<file path="src/rtl/mcu_bus_transmitter.sv">
// mcu_bus_transmitter: queued command/data byte serialiser for the MCU bus.
// Build with MCU_BUS_PIXEL_PACK_EN to add the 12-bit pixel packing path.
module mcu_bus_transmitter #(
  parameter int FIFO_DEPTH  = 8,
  parameter int HALF_PERIOD = 2,
  parameter int COUNT_WIDTH = 16
) (
  input  logic                   system_clock,
  input  logic                   reset_n,
  input  logic [7:0]             in_data,
  input  logic                   in_command,
  input  logic                   in_valid,
  output logic                   in_ready,
`ifdef MCU_BUS_PIXEL_PACK_EN
  input  logic [11:0]            pixel_data,
  input  logic                   pixel_valid,
  output logic                   pixel_ready,
  input  logic                   pixel_flush,
`endif
  output logic                   mcu_bus_clock,
  output logic [7:0]             mcu_bus_out,
  output logic                   mcu_bus_oe,
  output logic                   mcu_bus_command_data,
  output logic                   busy,
  output logic [COUNT_WIDTH-1:0] bytes_sent
);

  localparam int AW = (FIFO_DEPTH > 1) ? $clog2(FIFO_DEPTH) : 1;
  localparam int CW = AW + 1;
  localparam int PW = (HALF_PERIOD > 1) ? $clog2(HALF_PERIOD) : 1;
  localparam logic [CW-1:0] DEPTH_C = CW'(FIFO_DEPTH);
  localparam logic [PW-1:0] PH_LAST = PW'(HALF_PERIOD - 1);

  typedef enum logic [1:0] {
    IDLE,
    SETUP,
    HIGH
  } state_t;

  logic [8:0]    mem [FIFO_DEPTH];
  logic [AW-1:0] wptr, rptr;
  logic [CW-1:0] count, count_n;
  logic          push, pop;
  logic [8:0]    push_word;
  logic [8:0]    head;
  logic          pack_idle_n;

  assign head    = mem[rptr];
  assign count_n = count + CW'(push) - CW'(pop);

`ifdef MCU_BUS_PIXEL_PACK_EN
  logic        held;
  logic [11:0] p0;
  logic [23:0] pbuf;
  logic [1:0]  pend, pend_n;
  logic        pk_push, pix_take, flush_take, pair_done;

  assign pk_push    = (pend != 2'd0) && (count != DEPTH_C);
  assign pix_take   = pixel_valid && pixel_ready;
  assign flush_take = pixel_flush && held && pixel_ready && !pixel_valid;
  assign pair_done  = pix_take && held;
  assign push       = pk_push || (in_valid && in_ready);
  assign push_word  = pk_push ? {1'b0, pbuf[23:16]}
                              : {in_command, in_data};

  always_comb begin
    pend_n = pend;
    if (pk_push)
      pend_n = pend - 2'd1;
    else if (pair_done || flush_take)
      pend_n = 2'd3;
  end

  assign pack_idle_n = (pend_n == 2'd0);

  always_ff @(posedge system_clock or negedge reset_n) begin
    if (!reset_n) begin
      held        <= 1'b0;
      p0          <= '0;
      pbuf        <= '0;
      pend        <= 2'd0;
      pixel_ready <= 1'b1;
    end else begin
      pend        <= pend_n;
      pixel_ready <= pack_idle_n;
      if (pk_push) begin
        pbuf <= {pbuf[15:0], 8'h00};
      end else if (pair_done) begin
        pbuf <= {p0, pixel_data};
        held <= 1'b0;
      end else if (flush_take) begin
        pbuf <= {p0, 12'h000};
        held <= 1'b0;
      end else if (pix_take) begin
        p0   <= pixel_data;
        held <= 1'b1;
      end
    end
  end
`else
  assign push        = in_valid && in_ready;
  assign push_word   = {in_command, in_data};
  assign pack_idle_n = 1'b1;
`endif

  always_ff @(posedge system_clock) begin
    if (push)
      mem[wptr] <= push_word;
  end

  always_ff @(posedge system_clock or negedge reset_n) begin
    if (!reset_n) begin
      wptr  <= '0;
      rptr  <= '0;
      count <= '0;
    end else begin
      if (push)
        wptr <= wptr + AW'(1);
      if (pop)
        rptr <= rptr + AW'(1);
      count <= count_n;
    end
  end

  state_t           state, state_n;
  logic [PW-1:0]    phase, phase_n;
  logic             tail, tail_n;
  logic             clk_n, oe_n, cd_n;
  logic [7:0]       out_n;
  logic [COUNT_WIDTH-1:0] sent_n;

  always_comb begin
    state_n = state;
    phase_n = phase;
    tail_n  = tail;
    clk_n   = mcu_bus_clock;
    oe_n    = mcu_bus_oe;
    out_n   = mcu_bus_out;
    cd_n    = mcu_bus_command_data;
    sent_n  = bytes_sent;
    pop     = 1'b0;
    unique case (state)
      IDLE: begin
        clk_n = 1'b0;
        oe_n  = 1'b0;
        if (count != '0) begin
          pop     = 1'b1;
          {cd_n, out_n} = head;
          oe_n    = 1'b1;
          phase_n = '0;
          tail_n  = 1'b0;
          state_n = SETUP;
        end
      end
      SETUP: begin
        if (phase == PH_LAST) begin
          phase_n = '0;
          if (tail) begin
            // trailing low phase done: release the bus
            oe_n    = 1'b0;
            tail_n  = 1'b0;
            state_n = IDLE;
          end else begin
            clk_n   = 1'b1;
            state_n = HIGH;
          end
        end else begin
          phase_n = phase + PW'(1);
        end
      end
      HIGH: begin
        if (phase == PH_LAST) begin
          phase_n = '0;
          clk_n   = 1'b0;
          sent_n  = bytes_sent + COUNT_WIDTH'(1);
          state_n = SETUP;
          if (count != '0) begin
            pop = 1'b1;
            {cd_n, out_n} = head;
          end else begin
            tail_n = 1'b1;
          end
        end else begin
          phase_n = phase + PW'(1);
        end
      end
      default: state_n = IDLE;
    endcase
  end

  always_ff @(posedge system_clock or negedge reset_n) begin
    if (!reset_n) begin
      state                <= IDLE;
      phase                <= '0;
      tail                 <= 1'b0;
      mcu_bus_clock        <= 1'b0;
      mcu_bus_oe           <= 1'b0;
      mcu_bus_out          <= 8'h00;
      mcu_bus_command_data <= 1'b0;
      bytes_sent           <= '0;
      in_ready             <= 1'b1;
      busy                 <= 1'b0;
    end else begin
      state                <= state_n;
      phase                <= phase_n;
      tail                 <= tail_n;
      mcu_bus_clock        <= clk_n;
      mcu_bus_oe           <= oe_n;
      mcu_bus_out          <= out_n;
      mcu_bus_command_data <= cd_n;
      bytes_sent           <= sent_n;
      in_ready             <= (count_n != DEPTH_C) && pack_idle_n;
      busy                 <= (count_n != '0) || (state_n != IDLE);
    end
  end

endmodule
</file>
<file path="config.mk">
export PLATFORM = sky130hd
export DESIGN_NAME = mcu_bus_transmitter
export DESIGN_NICKNAME = d
export VERILOG_FILES = /design/src/rtl/mcu_bus_transmitter.sv
export SDC_FILE = /design/constraint.sdc
export NUM_CORES = 1
export LEC_CHECK = 0
export BUFFER_PORTS_ARGS = -buffer_cell sky130_fd_sc_hd__buf_2
export CAP_MARGIN = 20
export CORE_ASPECT_RATIO = 1.4
export CORE_MARGIN = 2
export CORE_UTILIZATION = 34
export DETAILED_ROUTE_END_ITERATION = 10
export GPL_ROUTABILITY_DRIVEN = 0
export PLACE_DENSITY = 0.49
export SKIP_CTS_REPAIR_TIMING = 1
export SYNTH_ARGS = -nofsm -noshare
export SYNTH_HDL_FRONTEND = slang
export SYNTH_SLANG_ARGS = --single-unit
export TNS_END_PERCENT = 1
</file>
<file path="constraint.sdc">
create_clock -name system_clock -period 3.95 [get_ports system_clock]
set_clock_uncertainty 0.15 [all_clocks]
set_input_delay 0.5925 -clock system_clock [delete_from_list [all_inputs] [get_ports system_clock]]
set_output_delay 0.5925 -clock system_clock [all_outputs]
set_load 0.01 [all_outputs]
</file>
==> impl_metrics.tcl <==
set metrics [dict create \
    min_period_over_period_pct 83.55 \
    fillers 1275 \
    ys_top_cells_by_area "edfxtp_1 (46%), dfrtp_1 (22%), mux4_2 (8.6%)" \
    final_common_cell "edfxtp_1" \
    crit_type "register to register" \
    worst_ep_arrival_time_ps 3430 \
    synth_cell_types 38 \
    cts_tree "yes" \
    wl_um 8915 \
    period_minus_slack_ps 3300 \
    drc_errors 0 \
    vias 2563 \
    drt_iter0_markers 223 \
    ir_worst_vdd_v 0.0002950 \
    p_leak_nw 2.263 \
    cp.required_ps 4080 \
    grt_pass1_wl_um 14610 \
    fp.dieW_um 103.8 \
    clk_pin_slew_ps 60 \
    cpMostUsedCell "inv_1" \
    slowest_delay_ps 470 \
    synth-seq-cells 115 \
    setup-tns-final_ps 0 \
    grt_start_max_net_pins 44 \
    yosysTopAreaCellShare_pct 45.61 \
    hold_violations 0 \
    setup_viol 0 \
    path_max_fanout 9 \
    row_count 51 \
    netlist_area_um2 4741 \
    nets 383 \
    max_freq_mhz 303.0 \
    yosys.area.top_type "edfxtp_1" \
    antenna_cells 0 \
    yosysWarnings 0 \
    hp-class "input port to register" \
    core_area_um2 13780 \
    status "finished clean" \
    synth_area_per_cell_um2 15.80 \
    synth_cells 300 \
    cpMaxStageDelayCell "fa_1" \
    synthArstFlopShare_pct 37.39 \
    track_usage_pct 13.16 \
    dieArea_um2 14920 \
    clk_latency_ps 400 \
    cts-root-buf "clkbuf_16" \
    cp-end-kind "register" \
    hpwl_um 5861 \
    rsz0062_at_grt "no" \
    finalNonFillerCells 556 \
    synth_edf_count 72 \
    maxCapViolCount 0 \
    final_cell_mix "edfxtp_1 (72), dfrtp_1 (42), buf_2 (40), nor2_1 (21), nand2_1 (19)" \
    dp_cells 522 \
    antenna_found_initial 0 \
    wl_per_cell_um 16.03 \
    dp_slack_ps 667.7 \
    slew_headroom_pct 32.73 \
    numPortBuffers 40 \
    maxSlewViolCount 0 \
    area.growth.synth_to_final_pct 22.30 \
    setup_slack_ps 649.9 \
    drive_gt1_share_pct 29.38 \
    cts_made_buffers 17 \
    ant_nets 0 \
    seq_area_frac_synth_pct 68.33 \
    clockBufferDepth 2 \
    h-tree-depth 4 \
    grt_pass1_vias 2713 \
    ys.flop_type "edfxtp_1" \
    power_density_nw_per_um2 773.8 \
    path_cells "inv_1 -> ha_1 -> a21oi_1 -> nor2_1 -> ha_1 -> inv_1 -> ha_1 -> inv_1 -> fa_1 -> inv_1 -> nor3_1 -> or4b_1" \
    num_io_pins 41 \
    hold_slack_ps 302.8 \
    die_y_um 143.7 \
    synth_nets 325 \
    clock-sinks 115 \
    tightest_slew_ps 1004 \
    grt.overflow.total 0 \
    initial_utilization_pct 34.40 \
    critPathLaunchType "register" \
    drt-pass1-iter-count 4 \
    viasPerCell 4.610 \
]
==> state kept, by name (all words and copies together) (netlist names), 2 cells and up <==
name / count
state: 2
rptr: 3
mcu_bus_out: 8
count: 4
bytes_sent: 16
wptr: 3
mem: 72
==> critical path, delay by kind of cell (launching register included) <==
kind,cells,cell delay [ps]
adders and majority gates,4,1250
buffers and inverters,4,260
and+or+nand+nor,3,980
AOI/OAI and AO/OA,1,110
DFF,1,410
==> final cells by class <==
cell class	count	area [µm²]	area share (%)
clock buffers	17	425.4	7.337
clock inverters	15	168.9	2.913
inverters	11	41.29	0.7121
multi-input cells	165	1416	24.43
flip-flops and latches	115	3239	55.87
well taps	185	231.5	3.992
repair buffers	48	275.3	4.748
==> kinds of logic after synthesis <==
family / after synthesis / synth area share, %
compound gates: 28 / 3.352
simple gates: 74 / 7.970
fa+ha+maj: 13 / 3.589
mux: 30 / 11.16
buf+inv: 20 / 1.900
xor+xnor: 20 / 3.695
flops: 115 / 68.33
==> metal layers <==
layer	wire [µm]	up-vias	GRT usage, %
li1	-	1234	-
met4	118	0	6.117
met2	4766	53	23.34
met5	0	-	0
met3	345	8	3.583
met1	3685	1268	14.79
==> Yosys cell counts, types with 2 or more instances <==
cell / count
a21oi_1: 13
and3_1: 2
buf_2: 3
buf_4: 3
clkbuf_1: 3
dfrtp_1: 42
edfxtp_1: 72
ha_1: 12
inv_1: 11
mux2_2: 3
mux2i_1: 9
mux4_2: 18
nand2_1: 19
nand2b_1: 3
nand3_1: 5
nand4_1: 4
nor2_1: 21
nor2b_1: 2
nor3_1: 7
nor3b_1: 2
o21ai_0: 10
or2_2: 2
xnor2_1: 12
xor2_1: 8
==> power breakdown <==
group	leakage [nW]	switching, mW	internal (mW)
clock network	0.285	0.565	0.944
registers	1.18	0.266	1.54
logic	0.797	0.583	0.589
==> path summary, 6_finish.rpt <==
kind / to / from / slack, ps / cells past startpoint
max: busy / state[0] / 650 / 12
min: mem[3][8] / in_command / 300 / 1
max reg2reg: busy / state[0] / 650 / 12
min reg2reg: bytes_sent[15] / bytes_sent[15] / 320 / 1
max in group asynchronous: mcu_bus_out[5] / reset_n / 2720 / 3
min in group asynchronous: busy / reset_n / 460 / 2
==> through the flow <==
stage / power, mW / area [µm²] / util (%)
final: 4.487 / 5798 / 42.07
after global routing: 4.782 / 5798 / 42.07
after CTS: 4.556 / 5768 / 41.85
after detailed placement: 3.023 / 5174 / 37.54
after global placement: 3.010 / 5174 / 37.54
after floorplan: 2.651 / 4741 / -
Power figures use the tool's default switching activity.
